<file path="src/rtl/octal_down_timer_if.sv">
// Handshake/bus bundle for octal_down_timer.
// The controller side (master) drives start/en/load_val and reads the count
// and status. The timer side (slave) does the reverse.
// With OCTAL_TIMER_PERIODIC_EN defined, the bundle also carries a periodic
// request line.
interface octal_down_timer_if #(
  parameter int DIGITS = 2
);
  logic                  start;
  logic                  en;
  logic [3*DIGITS-1:0]   load_val;
`ifdef OCTAL_TIMER_PERIODIC_EN
  logic                  periodic;
`endif
  logic [3*DIGITS-1:0]   cntr;
  logic [DIGITS-1:0]     bw;
  logic                  busy;
  logic                  done;

`ifdef OCTAL_TIMER_PERIODIC_EN
  modport master (
    output start, en, load_val, periodic,
    input  cntr, bw, busy, done
  );
  modport slave (
    input  start, en, load_val, periodic,
    output cntr, bw, busy, done
  );
`else
  modport master (
    output start, en, load_val,
    input  cntr, bw, busy, done
  );
  modport slave (
    input  start, en, load_val,
    output cntr, bw, busy, done
  );
`endif
endinterface

</file>
<file path="src/rtl/octal_down_timer.sv">
// octal_down_timer: multi-digit octal down-counter used as a period or
// timeout generator. It loads an octal value on start and decrements once per
// enabled cycle. Each digit emits a one-cycle borrow pulse when it wraps from
// 0 to 7. A one-cycle done pulse fires when the count reaches zero.
//
// Optional feature macro: OCTAL_TIMER_PERIODIC_EN
//   Adds the periodic input and a reload register. When periodic is high in
//   DONE, the timer reloads the captured start value and runs again instead of
//   going back to IDLE.
//
// state   | meaning
// --------+----------------------------------------------------------
// IDLE    | waiting for start; cntr holds its last value, bw = 0
// RUN     | counting down on each en=1 cycle; busy = 1
// DONE    | one-cycle terminal pulse; done = 1, cntr = 0
module octal_down_timer #(
  parameter int DIGITS = 2
) (
  input  logic                clk,
  input  logic                rst,
  octal_down_timer_if.slave   bus
);

  localparam int W = 3 * DIGITS;

  if (DIGITS < 1 || DIGITS > 8) begin : g_bad_digits
    $error("octal_down_timer: DIGITS must be within 1..8");
  end

  typedef enum logic [1:0] {
    ST_IDLE = 2'd0,
    ST_RUN  = 2'd1,
    ST_DONE = 2'd2
  } state_t;

  state_t            state_q, state_d;
  logic [W-1:0]      cnt_q, cnt_d;
  logic [DIGITS-1:0] bw_q, bw_d;

  // Borrow-chain decrement of the current count, with per-digit wrap flags.
  logic [W-1:0]      dec_cnt;
  logic [DIGITS-1:0] dec_bw;

  logic              cnt_is_zero;
  logic              cnt_is_one;

`ifdef OCTAL_TIMER_PERIODIC_EN
  logic [W-1:0]      reload_q, reload_d;
`endif

  assign cnt_is_zero = (cnt_q == '0);
  assign cnt_is_one  = (cnt_q == W'(1));

  // Ripple decrement: a digit steps only when every lower digit was 0.
  always_comb begin
    logic lower_zero;
    lower_zero = 1'b1;
    dec_cnt    = cnt_q;
    dec_bw     = '0;
    for (int i = 0; i < DIGITS; i++) begin
      if (lower_zero) begin
        dec_cnt[3*i +: 3] = cnt_q[3*i +: 3] - 3'd1;
        dec_bw[i]         = (cnt_q[3*i +: 3] == 3'd0);
      end
      lower_zero = lower_zero & (cnt_q[3*i +: 3] == 3'd0);
    end
  end

  // State, count, borrow and reload registers.
  always_ff @(posedge clk) begin
    if (rst) begin
      state_q  <= ST_IDLE;
      cnt_q    <= '0;
      bw_q     <= '0;
`ifdef OCTAL_TIMER_PERIODIC_EN
      reload_q <= '0;
`endif
    end else begin
      state_q  <= state_d;
      cnt_q    <= cnt_d;
      bw_q     <= bw_d;
`ifdef OCTAL_TIMER_PERIODIC_EN
      reload_q <= reload_d;
`endif
    end
  end

  // Next-state and next-datapath logic.
  always_comb begin
    state_d  = state_q;
    cnt_d    = cnt_q;
    bw_d     = '0;
`ifdef OCTAL_TIMER_PERIODIC_EN
    reload_d = reload_q;
`endif
    unique case (state_q)
      ST_IDLE: begin
        if (bus.start) begin
          cnt_d    = bus.load_val;
`ifdef OCTAL_TIMER_PERIODIC_EN
          reload_d = bus.load_val;
`endif
          if (bus.load_val == '0) begin
            state_d = ST_DONE;
          end else begin
            state_d = ST_RUN;
          end
        end
      end
      ST_RUN: begin
        if (bus.en) begin
          if (cnt_is_zero) begin
            // Only reachable after a periodic reload of zero: terminal
            // without a borrow.
            cnt_d   = '0;
            state_d = ST_DONE;
          end else begin
            cnt_d = dec_cnt;
            bw_d  = dec_bw;
            if (cnt_is_one) begin
              state_d = ST_DONE;
            end
          end
        end
      end
      ST_DONE: begin
`ifdef OCTAL_TIMER_PERIODIC_EN
        if (bus.periodic) begin
          cnt_d   = reload_q;
          state_d = ST_RUN;
        end else begin
          state_d = ST_IDLE;
        end
`else
        state_d = ST_IDLE;
`endif
      end
      default: begin
        state_d = ST_IDLE;
        cnt_d   = '0;
      end
    endcase
  end

  // Status outputs decoded from the registered state, plus registered data.
  always_comb begin
    bus.busy = (state_q == ST_RUN);
    bus.done = (state_q == ST_DONE);
    bus.cntr = cnt_q;
    bus.bw   = bw_q;
  end

endmodule
</file>
<file path="src/flat_wrapper.sv">
// flat-port wrapper written by rule: the top's interface ports become plain ports
module octal_down_timer_flat 
#(
  parameter int DIGITS = 2
)
  (clk, rst, bus_start, bus_en, bus_load_val, bus_cntr, bus_bw, bus_busy, bus_done);
  octal_down_timer_if #(.DIGITS(DIGITS)) bus_i ();
  input  logic clk;
  input  logic rst;
  input wire logic [$bits(bus_i.start)-1:0] bus_start;
  input wire logic [$bits(bus_i.en)-1:0] bus_en;
  input wire logic [$bits(bus_i.load_val)-1:0] bus_load_val;
  output wire logic [$bits(bus_i.cntr)-1:0] bus_cntr;
  output wire logic [$bits(bus_i.bw)-1:0] bus_bw;
  output wire logic [$bits(bus_i.busy)-1:0] bus_busy;
  output wire logic [$bits(bus_i.done)-1:0] bus_done;
  assign bus_i.start = bus_start;
  assign bus_i.en = bus_en;
  assign bus_i.load_val = bus_load_val;
  assign bus_cntr = bus_i.cntr;
  assign bus_bw = bus_i.bw;
  assign bus_busy = bus_i.busy;
  assign bus_done = bus_i.done;
  octal_down_timer #(.DIGITS(DIGITS)) u_core (.clk(clk), .rst(rst), .bus(bus_i));
endmodule
</file>
<file path="config.mk">
export PLATFORM = sky130hd
export DESIGN_NAME = octal_down_timer_flat
export DESIGN_NICKNAME = d
export VERILOG_FILES = /design/src/rtl/octal_down_timer_if.sv /design/src/rtl/octal_down_timer.sv /design/src/flat_wrapper.sv
export SDC_FILE = /design/constraint.sdc
export NUM_CORES = 1
export LEC_CHECK = 0
export ABC_AREA = 1
export CORE_UTILIZATION = 35
export DETAILED_ROUTE_END_ITERATION = 6
export MAX_ROUTING_LAYER = met4
export SYNTH_ARGS = -nofsm -noshare
export SYNTH_HDL_FRONTEND = slang
export SYNTH_SLANG_ARGS = --single-unit
export TNS_END_PERCENT = 30
</file>
<file path="constraint.sdc">
create_clock -name clk -period 2.1 [get_ports clk]
set_input_delay 0.315 -clock clk [delete_from_list [all_inputs] [get_ports clk]]
set_output_delay 0.315 -clock clk [all_outputs]
set_load 0.01 [all_outputs]
</file>
==> impl_metrics.ini <==
[power]
leakagePower_nw = 0.496
power_w = 0.000834
p_per_area_nw_per_um2 = 872
ir_drop_uv = 424

[timing]
fin_crit_sh_pct = 86.2
slew_headroom_pct = 78.5
finalSetupViolCount = 0
finalSetupTns_ns = 0
worstMarginPinSlew_ns = 0.322
fmax_mhz = 552
hold_viol_final = 0
finalClockSkew_ns = 0.00251
grt_setup_unrepaired = no
period_minus_slack_ns = 1.81
slew_violations = 0

[floorplanning]
die_area_um2 = 2180
die_y_um = 46.7
start_util_pct = 38.8
num_rows = 15
die_w_um = 46.7
coreArea_um2 = 1800
io_pins = 20

[placement]
dp_hpwl_mm = 1.16
routabilityCongestion = 0.819
placed_cell_area_um2 = 921
portBuffers = 19

[clocking]
cts_tree = built
clock_path_buffers = 2
cts_buffers = 3
root_buffer = clkbuf_4
path_clk_slew_ns = 0.07
cts.repair.resized = 0
post_cts_buffers = 0
numClockSinks = 10
cts_max_level = 1
clk_latency_ns = 0.27
hold_buffers = 0

[synthesis]
synth_most_common_cell = nand2_1
synth-seq-area-share_pct = 28.6
syn_area_um2 = 699
synth_area_leaders = dfxtp_1 (29%), nand2_1 (14%), nor2_1 (12%), inv_1 (10%), ha_1 (8.9%)
synth-async-reset-ratio_pct = 0
yosys.area.top_type = dfxtp_1
synthTopCellsByCount = nand2_1 (26), nor2_1 (23), inv_1 (19), dfxtp_1 (10), nand3_1 (9)
synth_fp_nets = 126
syn_avg_cell_area_um2 = 6.30
yosys_most_used_dff = dfxtp_1
synth_cell_types = 19
syn_inst = 111
yosysTopAreaCellShare_pct = 28.6
ys_seq_elements = 10
yosysWarningCount = 0
synth-edff-count = 0

[routing]
num_vias = 705
first_pass_iters = 4
postRouteAntennaNets = 0
vias_per_cell = 4.43
wirelength_mm = 1.42
wl_per_cell_um = 8.94
drt_iter0_drc = 15
post-route-drc-count = 0

[worst_setup_path]
cp_slowest_stage_delay_ns = 0.53
crit_fanout = 4
worstPathCellList = inv_1, nor2_1, clkdlybuf4s50_1
end_kind = primary output
start_kind = register
critPathRequiredTime_ns = 1.78
arrival_ns = 1.50
crit_type = reg2out
cp_slowest_cell = clkdlybuf4s50_1

[hold_path]
hold_path.class = reg2reg

[job]
maxCapViolCount = 0

[grt]
grt_overflow = 0
grt_max_degree = 10
grt_first_pass_wirelength_mm = 2.40
grt_pass1_vias = 589
grtUsageTotal_pct = 16.4
antenna_found_initial = 0

[outcome]
status = complete, no violations

[finish]
area_growth_pct = 36.9
stdcell_area_um2 = 957
nets = 150
diodes = 0
drive_gt1_share_pct = 9.70
[sequential cells by signal (all words and copies together), names as in the netlist]
register / cells
u_core.bus.cntr: 6
u_core.bus.bw: 2
u_core.state_q: 2
[per-stage QoR]
step / setup slack, ns / cells / util, % / hold WS, ns
floorplan: 0.893 / 111 / - / 0.453
global placement: 0.577 / 155 / 51.1 / 0.579
detailed placement: 0.563 / 155 / 51.1 / 0.585
CTS: 0.280 / 159 / 53.1 / 0.597
global route: 0.154 / 159 / 53.1 / 0.640
finish: 0.290 / 159 / 53.1 / 0.596
[logic make-up (layout without fill, tap and decap cells)]
logic type	after synthesis	in the layout	share of synthesized area, %
and+or+nand+nor	69	69	45.8
AOI/OAI and AO/OA	5	5	4.11
buffers and inverters	21	44	11.3
DFF	10	10	28.6
xor gates and xnor gates	1	1	1.25
adders and majority gates	5	5	8.94
[cell type report]
type / instances / area [µm²]
Multi-Input combinational cell: 80 / 420
Inverter: 21 / 78.8
Sequential cell: 10 / 200
Timing Repair Buffer: 19 / 190
Tap cell: 25 / 31.3
Fill cell: 198 / 845
Clock buffer: 4 / 36.3
[layer usage]
| layer | track usage (%) | up-vias | routed length (µm) |
|---|---|---|---|
| met4 | 12.0 | 0 | 19 |
| met2 | 20.8 | 21 | 610 |
| met3 | 2.35 | 2 | 50 |
| met1 | 22.7 | 298 | 741 |
| met5 | - | - | 0 |
| li1 | - | 384 | - |
[where the power goes]
group	total, W	leakage (nW)	internal [W]	switching (W)
clock	0.000175	0.0210	0.000105	0.0000696
combinational	0.000404	0.393	0.000175	0.000229
sequential	0.000255	0.0825	0.000224	0.0000315
[worst paths after layout]
kind / start / to / slack [ns] / cells after the start
setup / recovery: u_core.state_q[1] / bus_done / 0.29 / 3
setup reg to reg: u_core.bus.cntr[0] / u_core.bus.cntr[3] / 0.80 / 7
hold reg to reg: u_core.bus.cntr[5] / u_core.bus.cntr[5] / 0.60 / 4
hold / removal: u_core.bus.cntr[5] / u_core.bus.cntr[5] / 0.60 / 4
[layout by cell type (no fill, tap or decap), drive strengths merged]
cell type / netlist / routed
nand3: 10 / 10
inv: 21 / 21
nor2: 25 / 25
clkdlybuf4s50: 0 / 19
xor2: 1 / 1
dfxtp: 10 / 10
a21oi: 4 / 4
nand2: 29 / 29
ha: 5 / 5
o21ai: 1 / 1
nand4: 2 / 2
nor4: 1 / 1
nand3b: 1 / 1
nor3: 1 / 1
clkbuf: 0 / 4
[worst max-delay path: cells and delay by family (launching register included)]
kind,cells,cell delay (ns)
and+or+nand+nor,1,0.09
buffers and inverters,2,0.62
DFF,1,0.51
(Power assumes the default switching activity.)
